File: config.mk
export PLATFORM = sky130hd
export DESIGN_NAME = store_data_align
export DESIGN_NICKNAME = d
export VERILOG_FILES = /design/src/rtl/store_data_align.sv
export SDC_FILE = /design/constraint.sdc
export NUM_CORES = 1
export LEC_CHECK = 0
export CAP_MARGIN = 20
export CORE_ASPECT_RATIO = 1.5
export CORE_MARGIN = 1.5
export CORE_UTILIZATION = 35
export DETAILED_ROUTE_END_ITERATION = 8
export PLACE_DENSITY = 0.67
export SETUP_SLACK_MARGIN = 0.3
export SLEW_MARGIN = 20
export SYNTH_ARGS = -nofsm -noshare
export SYNTH_HDL_FRONTEND = slang
export SYNTH_SLANG_ARGS = --single-unit
File: constraint.sdc
create_clock -name clk -period 5.1 [get_ports clk]
set_clock_uncertainty 0.1 [all_clocks]
set_input_delay 0.765 -clock clk [delete_from_list [all_inputs] [get_ports clk]]
set_output_delay 0.765 -clock clk [all_outputs]
set_load 0.01 [all_outputs]
File: src/rtl/store_data_align.sv
// store_data_align: store-path write formatter for the memory stage.
// Truncates the register value to the store size, places it in the byte
// lanes selected by the address offset, and issues one or two word-aligned
// write beats over a valid/ready handshake.
// Optional feature macro: STORE_MISALIGNED_SPLIT_EN. When it is defined,
// stores that cross a word boundary are split into two beats. When it is
// undefined, such stores are rejected with err.
module store_data_align #(
    parameter int ADDR_WIDTH = 32
) (
    input  logic                  clk,
    input  logic                  rst_n,
    input  logic                  req_valid,
    output logic                  req_ready,
    input  logic [ADDR_WIDTH-1:0] req_addr,
    input  logic [31:0]           req_data,
    input  logic [1:0]            req_size,
    output logic                  mem_valid,
    input  logic                  mem_ready,
    output logic [ADDR_WIDTH-1:0] mem_addr,
    output logic [31:0]           mem_wdata,
    output logic [3:0]            mem_be,
    output logic                  done,
    output logic                  err
);

    localparam logic [1:0] SZ_BYTE = 2'b00;
    localparam logic [1:0] SZ_HALF = 2'b01;
    localparam logic [1:0] SZ_WORD = 2'b10;

`ifdef STORE_MISALIGNED_SPLIT_EN
    localparam int LANE_W = 64;
    typedef enum logic [1:0] {IDLE = 2'd0, BEAT0 = 2'd1, BEAT1 = 2'd2} state_t;
`else
    // Without splitting only the low word of the lane can ever be issued.
    localparam int LANE_W = 32;
    typedef enum logic [1:0] {IDLE = 2'd0, BEAT0 = 2'd1} state_t;
`endif

    state_t state;

    // Request-side formatting, evaluated on the live request inputs.
    logic [1:0]        off;
    logic [31:0]       trunc;
    logic [3:0]        mask4;
    logic              size_ok;
    logic [LANE_W-1:0] lane;
    logic [7:0]        mask8;
    logic              crosses;
    logic              reject;
    logic              accept;

`ifdef STORE_MISALIGNED_SPLIT_EN
    // Second-beat payload, captured when the request is accepted.
    logic              need_hi;
    logic [31:0]       hi_wdata;
    logic [3:0]        hi_be;
`endif

    // Size decode: truncate the data and pick the unshifted byte mask.
    always_comb begin
        trunc   = 32'h0;
        mask4   = 4'b0000;
        size_ok = 1'b1;
        case (req_size)
            SZ_BYTE: begin
                trunc = {24'h0, req_data[7:0]};
                mask4 = 4'b0001;
            end
            SZ_HALF: begin
                trunc = {16'h0, req_data[15:0]};
                mask4 = 4'b0011;
            end
            SZ_WORD: begin
                trunc = req_data;
                mask4 = 4'b1111;
            end
            default: begin
                size_ok = 1'b0;
            end
        endcase
    end

    // Lane placement: shift the data and the mask by the byte offset.
    always_comb begin
        off     = req_addr[1:0];
        lane    = LANE_W'(trunc) << {off, 3'b000};
        mask8   = {4'b0000, mask4} << off;
        crosses = |mask8[7:4];
`ifdef STORE_MISALIGNED_SPLIT_EN
        reject  = !size_ok;
`else
        reject  = !size_ok || crosses;
`endif
        accept  = req_valid && req_ready;
    end

    // Ready is decoded from state so it tracks the FSM with no extra delay.
    always_comb begin
        req_ready = (state == IDLE);
    end

    // Control FSM with registered beat fields and done/err pulses.
    always_ff @(posedge clk or negedge rst_n) begin
        if (!rst_n) begin
            state     <= IDLE;
            mem_valid <= 1'b0;
            mem_addr  <= '0;
            mem_wdata <= 32'h0;
            mem_be    <= 4'b0000;
            done      <= 1'b0;
            err       <= 1'b0;
`ifdef STORE_MISALIGNED_SPLIT_EN
            need_hi   <= 1'b0;
            hi_wdata  <= 32'h0;
            hi_be     <= 4'b0000;
`endif
        end else begin
            done <= 1'b0;
            err  <= 1'b0;
            case (state)
                IDLE: begin
                    if (accept) begin
                        if (reject) begin
                            // Rejected: pulse err, no beat, stay idle.
                            err <= 1'b1;
                        end else begin
                            state     <= BEAT0;
                            mem_valid <= 1'b1;
                            mem_addr  <= {req_addr[ADDR_WIDTH-1:2], 2'b00};
                            mem_wdata <= lane[31:0];
                            mem_be    <= mask8[3:0];
`ifdef STORE_MISALIGNED_SPLIT_EN
                            need_hi   <= crosses;
                            hi_wdata  <= lane[63:32];
                            hi_be     <= mask8[7:4];
`endif
                        end
                    end
                end
                BEAT0: begin
                    if (mem_ready) begin
`ifdef STORE_MISALIGNED_SPLIT_EN
                        if (need_hi) begin
                            // Next word; the adder wraps modulo 2^ADDR_WIDTH.
                            state     <= BEAT1;
                            mem_addr  <= mem_addr + ADDR_WIDTH'(4);
                            mem_wdata <= hi_wdata;
                            mem_be    <= hi_be;
                        end else begin
                            state     <= IDLE;
                            mem_valid <= 1'b0;
                            mem_addr  <= '0;
                            mem_wdata <= 32'h0;
                            mem_be    <= 4'b0000;
                            done      <= 1'b1;
                        end
`else
                        state     <= IDLE;
                        mem_valid <= 1'b0;
                        mem_addr  <= '0;
                        mem_wdata <= 32'h0;
                        mem_be    <= 4'b0000;
                        done      <= 1'b1;
`endif
                    end
                end
`ifdef STORE_MISALIGNED_SPLIT_EN
                BEAT1: begin
                    if (mem_ready) begin
                        state     <= IDLE;
                        mem_valid <= 1'b0;
                        mem_addr  <= '0;
                        mem_wdata <= 32'h0;
                        mem_be    <= 4'b0000;
                        need_hi   <= 1'b0;
                        done      <= 1'b1;
                    end
                end
`endif
                default: begin
                    state     <= IDLE;
                    mem_valid <= 1'b0;
                end
            endcase
        end
    end

endmodule

==> Word-level counts from Yosys, hierarchy flattened <==
Cells that the tools add are included.
{ "op_classes": {"eq_ne": 6, "shifts": 2, "mux": 27, "reduce_logical": 10} }
{ "ops": {"columns": ["op", "n"], "rows": [
  ["32-bit 2-to-1 mux", 5],
  ["32-bit one-hot mux with 2 select lines", 2],
  ["32-bit one-hot mux with 3 select lines", 1],
  ["32-bit by 5-bit left shift with 32-bit output", 1],
  ["4-bit 2-to-1 mux", 3],
  ["4-bit one-hot mux with 3 select lines", 1],
  ["1-bit 2-to-1 mux", 9],
  ["4-bit one-hot mux with 2 select lines", 1],
  ["4-bit by 2-bit left shift with 8-bit output", 1],
  ["2-bit 2-to-1 mux", 3],
  ["2-bit by 1-bit equality test with 1-bit output, second input constant", 2],
  ["2-bit zero test", 2],
  ["2-bit != test, second input constant", 2],
  ["2-bit one-hot mux with 2 select lines", 1],
  ["4-bit AND reduction", 1],
  ["4-bit OR reduction", 1],
  ["3-bit AND reduction", 1],
  ["3-bit OR reduction", 1],
  ["2-bit equality test, second input constant", 1],
  ["2-bit by 1-bit != test with 1-bit output, second input constant", 1],
  ["1-bit one-hot mux with 2 select lines", 1],
  ["2-bit nonzero test", 1],
  ["1-bit logical AND", 1],
  ["1-bit zero test", 1],
  ["1-bit logical OR", 1]
]} }
{ "word_totals": {"regBits": 73, "input_bits": 70, "output_inout_bits": 72, "wordCells": 52} }

==> Longest topological paths before layout <==
{ "logic_depth": {"word_depth": 8, "depth_mapped": 8, "ltp_nobuf": 6} }

==> Worst setup path before layout <==
Ideal clock, no wire load.
{ "synth_timing": {"path_type": "in2reg", "start": "input port req_size[0]", "end": "register mem_wdata[24]", "setup_time_ps": 132, "arrival_time_ps": 2110, "required_ps": 4868, "slack_ps": 2759, "cell_stages": 7, "path_buffers": 1, "cell_sequence": "inv_1 ha_1 or3_4 and3_1 buf_6 a221oi_2 o21ai_1"} }
{ "synth_between": {"elab_chain_cells": 7, "elab_cells_between_ends": 17, "classes_between": "3 x eq/ne; 2 x shift; 6 x mux; 6 x reduce/logical"} }
{ "synth_lines": {"columns": ["item", "line_no", "text"], "rows": [
  ["start, declared", "17", "input logic [1:0] req_size,"],
  ["parallel branches: the longest is 7 deep, another holds 32-bit one-hot mux with 3 select lines", null, null],
  ["end signal, assigned", "131", "mem_wdata <= lane[31:0];"],
  ["end, declared", "21", "output logic [31:0] mem_wdata,"]
]} }
Parallel ways; which one is timed is not known. The select of a mux whose other input is x is not followed.
A chain may end at the register's enable or synchronous reset.

==> Final worst setup path <==
{ "layout_timing": {"start": "input port req_addr[0]", "end": "register mem_wdata[19]"} }
{ "layout_between": {"elab_chain_cells": 5, "elab_cells_between_ends": 9, "classes_between": "1 x eq/ne; 2 x shift; 3 x mux; 3 x reduce/logical"} }
{ "layout_lines": {"columns": ["item", "line_no", "text"], "rows": [
  ["start, declared", "15", "input logic [ADDR_WIDTH-1:0] req_addr,"],
  ["parallel branches: the longest is 5 deep, another holds 32-bit by 5-bit left shift with 32-bit output", null, null]
]} }
Parallel ways; which one is timed is not known. The select of a mux whose other input is x is not followed.

==> out/results.ini <==
[critical_path]
startpoint_type = input pin
critPathBufInv = 2
crit_path_top_delay_cell = clkdlybuf4s50_1
reg2reg_setup_slack_ps = 2680
worstSetupEndpointType = register
cp.required_ps = 5200
critical_path.top_delay_family = buffers and inverters
slowest_delay_ps = 1040
cp_data_arrival_time_ps = 3370
path_max_fanout = 56
worstSetupPathType = input pin to register
cp_cell_sequence = clkdlybuf4s50_1 -> a21oi_1 -> a221oi_4 -> buf_12 -> nor2b_1 -> a31oi_1

[clock_network]
holdBufCountCts = 0
clkTransAtPathRegs_ps = 50
postCtsResizedCells = 0
clockBufferDepth = 2
cts.sinks = 69
tritoncts = built
cts_made_buffers = 9
htreeDepth = 3
cts.root.buffer_cell = clkbuf_16
post_cts_buffers = 0
clk_latency_ps = 330

[timing]
setup_tns_ps = 0
worstMarginPinSlew_ps = 874
whs_ps = 375
max_freq_ghz = 0.306
hold_violations = 0
maxSlewViolCount = 0
grt_setup_unrepaired = false
relSlewSlack_pct = 41.6
min_period_ps = 3260
setup_viol = 0
fin_crit_sh_pct = 64.0

[detailed_routing]
antenna_left = 0
wire_per_inst_microns = 17.7
firstDrtPassIters = 4
routed_wl_microns = 9650
via_per_inst = 5.36
vias = 2923
drt_iter0_markers = 134
drc = 0

[pwr]
comb_power_share_pct = 30.0
swShare_pct = 28.9
p_clk_share_pct = 31.6
peakVddDrop_uv = 281
pwr_density_cell_nw_per_um2 = 364
cell_internal_pwr_mw = 1.30
seqPwrFrac_pct = 38.4
cellLeakagePower_nw = 2.14
switchingPower_uw = 527

[final_layout]
drive_gt1_share_pct = 7.85
postLayoutCellArea_sq_um = 5020
final_nets = 504
area_delta_synth_final_pct = 52.1
n_antenna_cell = 0
instances_no_fill = 545

[synthesis]
async_reset_ff_share_pct = 100
synth_top_cells_by_area = dfrtp_1 52%, a22o_1 9.0%, a221oi_2 3.6%, nand2_1 3.1%, o21ai_1 2.9%
synth.distinct_cells = 39
syn_inst = 298
ys_warn_count = 0
yosys.area.top_type = dfrtp_1
synth_area_sq_um = 3300
ys_ff_latch = 69
synth_flop_cell = dfrtp_1
yosysSeqAreaShare_pct = 52.3
synth_top_area_share_pct = 52.3
synth_edf_count = 0
syn_area_per_cell_sq_um = 11.1

[run]
drv_cap = 0

[placement]
gp_congestion = 0.806
place_area_sq_um = 4730
dp_hpwl_microns = 7130
dp.cells = 528
numPortBuffers = 139

[global_routing]
antenna_found_initial = 0
grt_pass1_wl_microns = 14900
grt_usage_pct = 19.6
grt_pass1_vias = 2908
grt_overflow_total = 0
grt_max_degree = 70

[die]
core_area_sq_um = 9200
die_area_sq_um = 10000
io-pin-count = 142
die_w_microns = 82.3
num_rows = 43
die_h_microns = 122
start_util_pct = 35.9

[min_path]
hold_class = register to register

[run_status]
outcome = complete, no violations

-- worst min-delay path: cells and delay by family (launching register included) --
family          cells  cell delay, ps
flops               1             330
simple gates        1              50
compound gates      1              50
-- worst paths after layout --
kind / cells after the start / start / endpoint
max: 6 / req_addr[0] / mem_wdata[19]$_DFFE_PN0P_
min: 2 / mem_wdata[10]$_DFFE_PN0P_ / mem_wdata[10]$_DFFE_PN0P_
max reg2reg: 6 / mem_valid$_DFFE_PN0P_ / mem_wdata[19]$_DFFE_PN0P_
min reg2reg: 2 / mem_wdata[10]$_DFFE_PN0P_ / mem_wdata[10]$_DFFE_PN0P_
max in group asynchronous: 2 / rst_n / mem_addr[29]$_DFFE_PN0P_
min in group asynchronous: 2 / rst_n / mem_wdata[29]$_DFFE_PN0P_
-- through the flow --
stage                     setup slack (ps)  power (mW)  utilization [%]
after floorplan                       2760       0.943                -
after global placement                1490        1.25             51.4
after detailed placement              1340        1.26             51.4
after CTS                             1660        1.84             54.4
after global routing                  1610        1.92             54.5
final                                 1840        1.83             54.5
-- logic make-up after synthesis --
logic type | Yosys count | synth area share (%)
and+or+nand+nor | 84 | 12.8
buffers and inverters | 31 | 5.01
AOI/OAI and AO/OA | 98 | 24.4
muxes | 9 | 3.11
adders and majority gates | 6 | 2.28
other | 1 | 0.114
DFF | 69 | 52.3
-- sequential cells by signal (all words and copies together), names as in the netlist --
| register | cells |
|---|---|
| mem_valid | 1 |
| done | 1 |
| mem_be | 4 |
| err | 1 |
| mem_wdata | 32 |
| mem_addr | 30 |
-- synthesized netlist by cell type (2+ instances only) --
cell type / n
buf_4: 8
o21ai_0: 2
nor3b_1: 2
clkbuf_1: 5
o21ai_1: 19
ha_1: 6
nand3_1: 13
a22o_1: 34
nand2b_1: 2
buf_1: 2
a31oi_1: 3
a221oi_1: 5
or2_1: 2
a22oi_1: 9
a21oi_1: 3
inv_1: 5
nor2b_1: 4
buf_2: 9
mux2i_1: 8
a32oi_1: 3
nor3_1: 4
dfrtp_1: 69
and3_1: 10
nor2_1: 15
nand2_1: 27
a221oi_2: 8
o31ai_1: 9
-- power groups by stage --
stage	combinational (mW)	sequential (mW)	clock, mW
floorplan	0.196	0.748	0
global placement	0.536	0.711	0
detailed placement	0.550	0.710	0
CTS	0.552	0.702	0.588
global route	0.593	0.712	0.610
finish	0.548	0.702	0.576
-- cells in the final DEF, fill, tap and decap left out, drive strengths merged --
master / count
nor3: 5
clkbuf: 12
nor2: 15
ha: 6
and2: 1
nor4b: 1
a21oi: 3
or2: 2
inv: 6
buf: 5
a21o: 1
a22oi: 9
o31ai: 9
a22o: 34
clkinv: 3
mux2i: 9
dfrtp: 69
nor2b: 4
o21ai: 21
or3: 1
a31oi: 3
a32oi: 3
conb: 2
clkdlybuf4s50: 138
nand2b: 2
a2111oi: 1
nand2: 27
and4: 1
clkinvlp: 1
nor3b: 2
and3: 10
a221oi: 14
nand3: 13
-- metal layers --
| metal | track usage, % | routed length (microns) |
|---|---|---|
| met5 | 0 | 0 |
| met4 | 10.7 | 287 |
| met3 | 3.52 | 702 |
| met2 | 32.7 | 4870 |
| met1 | 23.3 | 3790 |
-- final cells by class --
| type | count | area, sq um |
|---|---|---|
| Timing Repair Buffer | 143 | 1430 |
| Inverter | 6 | 22.5 |
| Fill cell | 792 | 4180 |
| Clock buffer | 12 | 256 |
| Multi-Input combinational cell | 199 | 1420 |
| Sequential cell | 69 | 1730 |
| Tap cell | 112 | 140 |
| Clock inverter | 4 | 22.5 |
(Power assumes the default switching activity.)
